**src/rtl/i2c_arb_pkg.sv**
```systemverilog
// Shared types and 28 MHz default timing for the board I2C bus arbiter.
package i2c_arb_pkg;

  typedef enum logic [2:0] {
    HOLDOFF,
    IDLE,
    OWN_A,
    OWN_B,
    DRAIN
  } arb_state_e;

  typedef enum logic {
    OWNER_A = 1'b0,
    OWNER_B = 1'b1
  } owner_e;

  // 4.7 us bus-free time and 25 ms stuck-SCL limit at 28 MHz
  localparam int unsigned DEF_HOLDOFF_CYCLES = 132;
  localparam int unsigned DEF_TIMEOUT_CYCLES = 700000;
  localparam int unsigned DEF_SYNC_STAGES    = 2;

  function automatic owner_e other_owner(input owner_e o);
    return (o == OWNER_A) ? OWNER_B : OWNER_A;
  endfunction

endpackage

```
**src/rtl/i2c_line_monitor.sv**
```systemverilog
// Synchronises raw SCL/SDA, detects START/STOP and tracks the bus-busy flag.
module i2c_line_monitor #(
  parameter int unsigned SYNC_STAGES = 2
) (
  input  logic clk,
  input  logic rst,
  input  logic scl_i,
  input  logic sda_i,
  input  logic clr_busy_i,
  output logic scl_s_o,
  output logic sda_s_o,
  output logic start_o,
  output logic stop_o,
  output logic busy_o
);

  logic [SYNC_STAGES-1:0] scl_sync_q;
  logic [SYNC_STAGES-1:0] sda_sync_q;
  logic                   scl_prev_q;
  logic                   sda_prev_q;
  logic                   busy_q;
  logic                   busy_d;

  assign scl_s_o = scl_sync_q[SYNC_STAGES-1];
  assign sda_s_o = sda_sync_q[SYNC_STAGES-1];

  // Edge conditions need SCL high on both the previous and current sample
  assign start_o = scl_prev_q & scl_s_o &  sda_prev_q & ~sda_s_o;
  assign stop_o  = scl_prev_q & scl_s_o & ~sda_prev_q &  sda_s_o;

  // Busy flag: STOP (or a forced clear) dominates START
  always_comb begin
    busy_d = busy_q;
    if (clr_busy_i || stop_o) begin
      busy_d = 1'b0;
    end else if (start_o) begin
      busy_d = 1'b1;
    end
  end

  // Synchroniser chain plus previous-sample register; resets to released-bus level
  always_ff @(posedge clk or posedge rst) begin
    if (rst) begin
      scl_sync_q <= '1;
      sda_sync_q <= '1;
      scl_prev_q <= 1'b1;
      sda_prev_q <= 1'b1;
      busy_q     <= 1'b0;
    end else begin
      // NOTE: non-blocking assignments keep every flop sampling pre-edge values,
      // which is what makes this a shift chain rather than a single wire.
      scl_sync_q[0] <= scl_i;
      sda_sync_q[0] <= sda_i;
      for (int i = 1; i < int'(SYNC_STAGES); i++) begin
        scl_sync_q[i] <= scl_sync_q[i-1];
        sda_sync_q[i] <= sda_sync_q[i-1];
      end
      scl_prev_q <= scl_s_o;
      sda_prev_q <= sda_s_o;
      busy_q     <= busy_d;
    end
  end

  assign busy_o = busy_q;

endmodule

```
**src/rtl/i2c_bus_arbiter.sv**
```systemverilog
// Grants the shared open-drain I2C bus to one of two masters, never mid-transaction.
module i2c_bus_arbiter
  import i2c_arb_pkg::*;
#(
  parameter int unsigned HOLDOFF_CYCLES = DEF_HOLDOFF_CYCLES,
  parameter int unsigned TIMEOUT_CYCLES = DEF_TIMEOUT_CYCLES,
  parameter int unsigned ROUND_ROBIN    = 1,
  parameter int unsigned SYNC_STAGES    = DEF_SYNC_STAGES
) (
  input  logic clk,
  input  logic rst,
  input  logic req_a,
  output logic gnt_a,
  input  logic scl_t_a,
  input  logic sda_t_a,
  input  logic req_b,
  output logic gnt_b,
  input  logic scl_t_b,
  input  logic sda_t_b,
  input  logic bus_scl_i,
  input  logic bus_sda_i,
  output logic bus_scl_t,
  output logic bus_sda_t,
  output logic busy,
  output logic timeout_err,
  input  logic err_clr
);

  localparam int unsigned HO_W = $clog2(HOLDOFF_CYCLES) + 1;
  localparam int unsigned TO_W = $clog2(TIMEOUT_CYCLES) + 1;
  localparam logic [HO_W-1:0] HO_LAST = HO_W'(HOLDOFF_CYCLES - 1);
  localparam logic [TO_W-1:0] TO_LAST = TO_W'(TIMEOUT_CYCLES - 1);

  arb_state_e      state_q, state_d;
  owner_e          owner_q, owner_d;
  owner_e          last_q, last_d;
  owner_e          pick;
  logic [HO_W-1:0] ho_cnt_q, ho_cnt_d;
  logic [TO_W-1:0] to_cnt_q, to_cnt_d;
  logic            err_q, err_d;

  logic scl_s, sda_s, start_det, stop_det, busy_s;
  logic bus_idle, owned, timeout_hit, clr_busy;

  i2c_line_monitor #(
    .SYNC_STAGES(SYNC_STAGES)
  ) u_line_monitor (
    .clk       (clk),
    .rst       (rst),
    .scl_i     (bus_scl_i),
    .sda_i     (bus_sda_i),
    .clr_busy_i(clr_busy),
    .scl_s_o   (scl_s),
    .sda_s_o   (sda_s),
    .start_o   (start_det),
    .stop_o    (stop_det),
    .busy_o    (busy_s)
  );

  assign bus_idle    = scl_s & sda_s & ~busy_s;
  assign owned       = (state_q == OWN_A) || (state_q == OWN_B) || (state_q == DRAIN);
  assign timeout_hit = owned && !scl_s && (to_cnt_q == TO_LAST);
  assign clr_busy    = timeout_hit;

  // Next-state, counters, ownership bookkeeping and the sticky error flag
  always_comb begin
    // NOTE: every signal gets a default before the case so no path leaves one
    // unassigned, which would otherwise infer a latch.
    state_d  = state_q;
    owner_d  = owner_q;
    last_d   = last_q;
    pick     = OWNER_A;
    ho_cnt_d = '0;
    to_cnt_d = '0;
    err_d    = err_q;

    if (owned && !scl_s) begin
      to_cnt_d = (to_cnt_q == '1) ? to_cnt_q : to_cnt_q + 1'b1;
    end

    case (state_q)
      HOLDOFF: begin
        if (bus_idle) begin
          if (ho_cnt_q == HO_LAST) begin
            state_d = IDLE;
          end else begin
            ho_cnt_d = (ho_cnt_q == '1) ? ho_cnt_q : ho_cnt_q + 1'b1;
          end
        end
      end
      IDLE: begin
        // Someone else started a transfer: wait for bus-free time again
        if (start_det) begin
          state_d = HOLDOFF;
        end else if (req_a || req_b) begin
          if (req_a && req_b) begin
            pick = (ROUND_ROBIN != 0) ? other_owner(last_q) : OWNER_A;
          end else begin
            pick = req_a ? OWNER_A : OWNER_B;
          end
          state_d = (pick == OWNER_A) ? OWN_A : OWN_B;
          owner_d = pick;
          last_d  = pick;
        end
      end
      OWN_A: begin
        if (!req_a) state_d = busy_s ? DRAIN : HOLDOFF;
      end
      OWN_B: begin
        if (!req_b) state_d = busy_s ? DRAIN : HOLDOFF;
      end
      DRAIN: begin
        if (stop_det || !busy_s) state_d = HOLDOFF;
      end
      default: state_d = HOLDOFF;
    endcase

    // Stuck SCL overrides everything; a simultaneous clear loses
    if (timeout_hit) begin
      state_d = HOLDOFF;
      err_d   = 1'b1;
    end else if (err_clr) begin
      err_d = 1'b0;
    end
  end

  // State and counter registers
  always_ff @(posedge clk or posedge rst) begin
    if (rst) begin
      state_q  <= HOLDOFF;
      owner_q  <= OWNER_B;
      last_q   <= OWNER_B;
      ho_cnt_q <= '0;
      to_cnt_q <= '0;
      err_q    <= 1'b0;
    end else begin
      state_q  <= state_d;
      owner_q  <= owner_d;
      last_q   <= last_d;
      ho_cnt_q <= ho_cnt_d;
      to_cnt_q <= to_cnt_d;
      err_q    <= err_d;
    end
  end

  // Grants decode from registered state, so reset drops them immediately
  assign gnt_a = (state_q == OWN_A) || ((state_q == DRAIN) && (owner_q == OWNER_A));
  assign gnt_b = (state_q == OWN_B) || ((state_q == DRAIN) && (owner_q == OWNER_B));

  assign bus_scl_t   = gnt_a ? scl_t_a : (gnt_b ? scl_t_b : 1'b1);
  assign bus_sda_t   = gnt_a ? sda_t_a : (gnt_b ? sda_t_b : 1'b1);
  assign busy        = busy_s;
  assign timeout_err = err_q;

endmodule

```
**config.mk**
```make
export PLATFORM = sky130hd
export DESIGN_NAME = i2c_bus_arbiter
export DESIGN_NICKNAME = d
export VERILOG_FILES = /design/src/rtl/i2c_arb_pkg.sv /design/src/rtl/i2c_line_monitor.sv /design/src/rtl/i2c_bus_arbiter.sv
export SDC_FILE = /design/constraint.sdc
export NUM_CORES = 1
export LEC_CHECK = 0
export BUFFER_PORTS_ARGS = -buffer_cell sky130_fd_sc_hd__buf_2
export CORE_MARGIN = 2
export CORE_UTILIZATION = 30
export DETAILED_ROUTE_END_ITERATION = 10
export GPL_ROUTABILITY_DRIVEN = 0
export PLACE_DENSITY = 0.48
export SETUP_SLACK_MARGIN = 0.02
export SLEW_MARGIN = 20
export SYNTH_ARGS = -nofsm -noshare
export SYNTH_HDL_FRONTEND = slang
export SYNTH_SLANG_ARGS = --single-unit
```
**constraint.sdc**
```tcl
create_clock -name clk -period 2.5 [get_ports clk]
set_input_delay 0.375 -clock clk [delete_from_list [all_inputs] [get_ports clk]]
set_output_delay 0.375 -clock clk [all_outputs]
set_load 0.005 [all_outputs]
```
==> results.sh, run 1 <==
export IMPL_ctsResizeCount=0
export IMPL_tightestPinTransition_ps=652
export IMPL_drive_above_1_share=0.192
export IMPL_hold_viol=0
export IMPL_startpoint="state_q[1]$_DFFE_PP0P_"
export IMPL_hold_buffers=0
export IMPL_tns_ps=0
export IMPL_cts_made_buffers=5
export IMPL_fin_util=0.349
export IMPL_cp_arrival_ps=1840
export IMPL_setup_viol_count_final=0
export IMPL_postRouteAntennaNets=0
export IMPL_ys_flop_type="dfrtp_1"
export IMPL_cp_max_fo=7
export IMPL_num_vias=1915
export IMPL_rsz0062_at_grt="false"
export IMPL_vdd_drop_max_v=0.000196
export IMPL_drc_errors=0
export IMPL_cts_tree="built"
export IMPL_cts_setup_buffers=0
export IMPL_hpwl_mm=3.68
export IMPL_area_growth_pct=12.6
export IMPL_rows=32
export IMPL_cts_sinks=42
export IMPL_ys_ff_latch=42
export IMPL_h_tree_depth=2
export IMPL_slew_violations=0
export IMPL_maxCapViolCount=0
export IMPL_grt_overflow_total=0
export IMPL_async_reset_ff_frac=1.00
export IMPL_critPathRequiredTime_ps=2120
export IMPL_multiInputGateArea_um2=1240
export IMPL_grt_usage=0.131
export IMPL_vias_per_cell=5.22
export IMPL_avgSynthCellArea_um2=9.74
export IMPL_drt_iter0_drc=107
export IMPL_grt_pass1_vias=1961
export IMPL_slowest_stage="nor2b_1"
export IMPL_synthCells=246
export IMPL_grt_max_degree=28
export IMPL_p_leak_uw=0.00106
export IMPL_io_pins=17
export IMPL_path_clk_slew_ps=90
export IMPL_finalWirelength_mm=5.16
export IMPL_cts_root_buf="clkbuf_8"
export IMPL_worstSkewPairLatency_ps=290
export IMPL_portBuffers=16
export IMPL_ys_warn_count=0
export IMPL_relSlewSlack=0.554
export IMPL_nets=278
export IMPL_syn_num_nets=260
export IMPL_fp_coreArea_um2=7730
export IMPL_p_per_area_nw_per_um2=476
export IMPL_worstSetupPathType="register to primary output"
export IMPL_r2r_setup_slack_ps=370
export IMPL_endpoint_kind="primary output"
export IMPL_cts_buffer_depth=2
export IMPL_ys_types=57
export IMPL_hold_class="input pin to async pin"
export IMPL_crit_reg2reg_launch="to_cnt_q[0]$_DFFE_PP0P_"
export IMPL_skew_ps=3.95
export IMPL_critPathLaunchType="register"
export IMPL_grt_pass1_wl_mm=9.27
export IMPL_fin_crit_ps=2220
export IMPL_syn_area_um2=2400
export IMPL_antenna_found_initial=0
export IMPL_max_stage_delay_ps=470
export IMPL_hold_slack_ps=76.7
export IMPL_synth_edf_count=0
export IMPL_fp_dieH_um=93.4
export IMPL_start_util=0.310
export IMPL_fmax_mhz=451
export IMPL_period_share=0.886
export IMPL_dr_pass1_iters=4
export IMPL_diodes=0
export IMPL_ff_latch_area_um2=1060
export IMPL_crit_chain="nor2b_1 -> o21ai_0 -> o22a_1 -> buf_2"
export IMPL_synth_seq_area_share=0.442
export IMPL_die_w_um=93.4
export IMPL_num_fill_cells=799
export IMPL_die_area_um2=8720
export IMPL_status="completed"
export IMPL_avgRoutedWirePerCell_um=14.1
[Yosys cell counts, types with 2 or more instances]
cell	number	area (um2)
nand2b_1	10	62.6
and3_1	6	37.5
nor2_1	13	48.8
a21boi_0	2	15.0
nor4_1	2	12.5
clkbuf_2	2	10.0
a2111oi_0	4	35.0
ha_1	3	37.5
o22a_1	2	17.5
a211oi_1	2	15.0
a21oi_1	13	65.1
nor3_1	3	15.0
buf_2	2	10.0
dfstp_2	7	184
mux2i_1	12	120
o21ai_0	11	55.1
buf_4	4	30.0
nand3_1	11	55.1
dfrtp_1	35	876
and4_1	2	17.5
nor4_2	2	25.0
inv_1	9	33.8
nand2_1	29	109
nand4_1	13	81.3
a31oi_1	2	12.5
nand4b_1	2	17.5
clkbuf_1	3	11.3
nor2b_1	2	12.5
xor2_1	6	52.6
a2111o_1	5	56.3
[power by group]
group	switching [uW]	internal [uW]	leakage, uW
clock	251	298	0.0000514
sequential	7.82	691	0.000558
combinational	23.0	14.2	0.000445
total	281	1000	0.00106
[registers in the layout, indices dropped and copies added (netlist names), 2 cells and up]
register	count
ho_cnt_q	9
state_q	3
to_cnt_q	21
u_line_monitor.scl_sync_q	2
u_line_monitor.sda_sync_q	2
[worst max-delay path, delay by kind of cell, from the launching register on]
| family | cells | cell delay, ps |
|---|---|---|
| and+or+nand+nor | 1 | 470 |
| DFF | 1 | 440 |
| AOI/OAI and AO/OA | 2 | 510 |
| buffers and inverters | 1 | 120 |
[per-stage QoR]
step	instance area (um2)	setup WS, ps	instances	power [uW]
2_1_floorplan	2400	623	246	730
3_5_place_dp	2590	406	359	751
4_1_cts	2700	248	367	1310
3_3_place_gp	2590	462	359	751
6_report	2700	284	367	1290
5_1_grt	2700	105	367	1340
[layout by cell type (no fill, tap or decap), types with 2 or more instances in the layout]
| cell | n |
|---|---|
| a211oi_1 | 2 |
| a2111o_1 | 5 |
| nor2b_1 | 2 |
| nand3_1 | 11 |
| xor2_1 | 6 |
| a21oi_1 | 13 |
| nor4_2 | 2 |
| mux2i_1 | 12 |
| clkbuf_8 | 5 |
| nor4_1 | 2 |
| inv_1 | 8 |
| o22a_1 | 2 |
| nor3_1 | 3 |
| nor2_1 | 13 |
| a31oi_1 | 2 |
| o21ai_0 | 11 |
| nand4b_1 | 2 |
| buf_4 | 6 |
| buf_2 | 16 |
| nand2b_1 | 10 |
| a21boi_0 | 2 |
| and3_1 | 6 |
| nand4_1 | 13 |
| dfrtp_1 | 35 |
| ha_1 | 3 |
| a2111oi_0 | 4 |
| dfstp_2 | 7 |
| nand2_1 | 29 |
| and4_1 | 2 |
[path summary, 6_finish.rpt]
| kind | to | cells after the start |
|---|---|---|
| max in group asynchronous | last_q$_DFFE_PP1P_ | 3 |
| setup / recovery | bus_scl_t | 4 |
| hold / removal | to_cnt_q[19]$_DFFE_PP0P_ | 2 |
| min in group clk | u_line_monitor.scl_sync_q[0]$_DFF_PP1_ | 1 |
| setup reg to reg | to_cnt_q[10]$_DFFE_PP0P_ | 6 |
| hold reg to reg | u_line_monitor.sda_sync_q[1]$_DFF_PP1_ | 0 |
[layout make-up]
class                           instances  area share
Clock buffer                            6      0.0269
Clock inverter                          2      0.0139
Inverter                                9      0.0125
Multi-Input combinational cell        184       0.460
Sequential cell                        42       0.393
Tap cell                              102      0.0473
Timing Repair Buffer                   22      0.0464
[cells by family (layout without fill, tap and decap cells)]
logic type | Yosys count | in the layout | share of synthesized area
buf+inv | 20 | 39 | 0.0397
compound gates | 54 | 54 | 0.166
simple gates | 107 | 107 | 0.256
mux | 13 | 13 | 0.0548
fa+ha+maj | 3 | 3 | 0.0157
flops | 42 | 42 | 0.442
xor+xnor | 7 | 7 | 0.0256
[metal layers]
metal  up-vias  part of all wire  global-route usage
li1        953                 -                   -
met1       928              0.49               0.173
met2        27              0.47               0.220
met3         7             0.032              0.0282
met4         0            0.0064              0.0282
met5         -                 0                   0
Note: power is estimated with default switching activity, not from simulation.
==> run 2: changes to the inputs <==
ABC_CLOCK_PERIOD_IN_PS = 2200   (was not set)
CAP_MARGIN = 15   (was not set)
clock period = 2.2 ns   (was 2.5 ns; I/O delays follow)
==> results.sh, run 2 (synthesis results as in run 1) <==
export IMPL_r2r_setup_slack_ps=210
export IMPL_postRouteAntennaNets=0
export IMPL_slew_violations=0
export IMPL_reg_top3="to_cnt_q: 21 flops, ho_cnt_q: 9 flops, state_q: 3 flops"
export IMPL_ff2ff_path_depth=5
export IMPL_path_clk_slew_ps=90
export IMPL_fmax_mhz=503
export IMPL_endpoint_kind="register"
export IMPL_relSlewSlack=0.427
export IMPL_hold_viol=0
export IMPL_dp_slack_ps=157
export IMPL_grt_overflow_total=0
export IMPL_drive_above_1_share=0.221
export IMPL_cts_sinks=42
export IMPL_maxCapViolCount=0
export IMPL_antenna_found_initial=0
export IMPL_area_growth_pct=15.6
export IMPL_fp_coreArea_um2=7730
export IMPL_cts_root_buf="clkbuf_8"
export IMPL_critPathRequiredTime_ps=2350
export IMPL_portBuffers=16
export IMPL_rsz0062_at_grt="false"
export IMPL_max_stage_delay_ps=620
export IMPL_regToRegEndpoint="to_cnt_q[18]$_DFFE_PP0P_"
export IMPL_cp_max_fo=7
export IMPL_vias_per_cell=5.26
export IMPL_drt_iter0_drc=89
export IMPL_grt_pass1_vias=1791
export IMPL_hpwl_mm=3.73
export IMPL_fin_crit_ps=1990
export IMPL_cp_arrival_ps=2130
export IMPL_crit_chain="ha_1 -> nand4_2 -> or4_4 -> o311ai_1 -> o41ai_1"
export IMPL_top_register="to_cnt_q"
export IMPL_period_share=0.903
export IMPL_nets=285
export IMPL_p_per_area_nw_per_um2=525
export IMPL_final_cell_mix="dfrtp_1, nand2_1, buf_2"
export IMPL_worstSkewPairLatency_ps=290
export IMPL_final_common_cell="dfrtp_1"
export IMPL_startpoint="to_cnt_q[0]$_DFFE_PP0P_"
export IMPL_rows=32
export IMPL_skew_ps=5.46
export IMPL_critPathLaunchType="register"
export IMPL_largest_register_ff_count=21
export IMPL_drc_errors=0
export IMPL_cts_buffer_depth=2
export IMPL_fin_ws_ps=214
export IMPL_crit_reg2reg_launch="to_cnt_q[0]$_DFFE_PP0P_"
export IMPL_num_vias=1969
export IMPL_timing_critical_path_to="to_cnt_q[18]$_DFFE_PP0P_"
export IMPL_diodes=0
export IMPL_tns_ps=0
export IMPL_die_area_um2=8720
export IMPL_worstSetupPathType="register to register"
export IMPL_finalWirelength_mm=5.20
export IMPL_h_tree_depth=2
export IMPL_p_leak_uw=0.00110
export IMPL_hold_buffers=0
export IMPL_die_w_um=93.4
export IMPL_grt_max_degree=28
export IMPL_tightestPinTransition_ps=858
export IMPL_slowest_stage="or4_4"
export IMPL_fp_dieH_um=93.4
export IMPL_dr_pass1_iters=4
export IMPL_avgRoutedWirePerCell_um=13.9
export IMPL_vdd_drop_max_v=0.000233
export IMPL_start_util=0.310
export IMPL_cts_made_buffers=5
export IMPL_io_pins=17
export IMPL_grt_pass1_wl_mm=8.78
export IMPL_setup_viol_count_final=0
export IMPL_status="completed"
export IMPL_grt_usage=0.127
export IMPL_cts_tree="built"
export IMPL_hold_class="input pin to async pin"
## run 2: cell types whose count changed in the layout (fill, tap and decap cells not counted), sizes merged
cell	previous run	this run
buf	22	29
## run 2: critical path, delay by kind of cell, from the launching register on
kind                       cells  cell delay (ps)
adders and majority gates      1              230
AOI/OAI and AO/OA              2              430
DFF                            1              400
and+or+nand+nor                2              780
## run 2: layout make-up
| class | instances | area (um2) |
|---|---|---|
| clock buffers | 6 | 72.6 |
| clock inverters | 2 | 37.5 |
| well taps | 102 | 128 |
| flip-flops and latches | 42 | 1060 |
| inverters | 9 | 33.8 |
| multi-input cells | 184 | 1250 |
| repair buffers | 29 | 190 |
| fillers | 796 | 4960 |
## run 2: per-layer routing
metal	up-vias	wire, um	track usage
met3	2	171	0.0242
met4	0	29	0.0380
met5	-	0	0
met1	967	2570	0.178
li1	968	-	-
met2	32	2430	0.198
## run 2: timing repair
| item | 4_1_cts | 5_1_grt |
|---|---|---|
| resized for setup | 0 | 2 |
| setup buffers | 0 | 0 |
| setup endpoints to repair | 0 | 2 |
## run 2: how the worst min path moves through the flow
stage | depth (start not counted) | to | from
after global routing | 1 | u_line_monitor.sda_sync_q[0]$_DFF_PP1_ | bus_sda_i
after floorplan | 0 | u_line_monitor.scl_sync_q[0]$_DFF_PP1_ | bus_scl_i
final | 2 | to_cnt_q[12]$_DFFE_PP0P_ | rst
after global placement | 0 | u_line_monitor.sda_sync_q[1]$_DFF_PP1_ | u_line_monitor.sda_sync_q[0]$_DFF_PP1_
after CTS | 2 | to_cnt_q[10]$_DFFE_PP0P_ | rst
after detailed placement | 0 | u_line_monitor.sda_sync_q[1]$_DFF_PP1_ | u_line_monitor.sda_sync_q[0]$_DFF_PP1_
## run 2: metrics by stage
stage                     cells  power [uW]  instance area [um2]  hold slack (ps)  utilization
after floorplan             246         829                 2400              334            -
after global routing        374        1520                 2770              104        0.358
final                       374        1450                 2770             51.9        0.358
after global placement      366         854                 2650              345        0.343
after detailed placement    366         854                 2650              347        0.343
after CTS                   374        1480                 2760             67.0        0.358
## run 2: where the power goes
group / internal (uW) / leakage (uW) / switching, uW / total [uW]
sequential: 785 / 0.000558 / 8.58 / 794
clock: 339 / 0.0000514 / 277 / 616
combinational: 17.3 / 0.000488 / 26.4 / 43.7
total: 1140 / 0.00110 / 312 / 1450
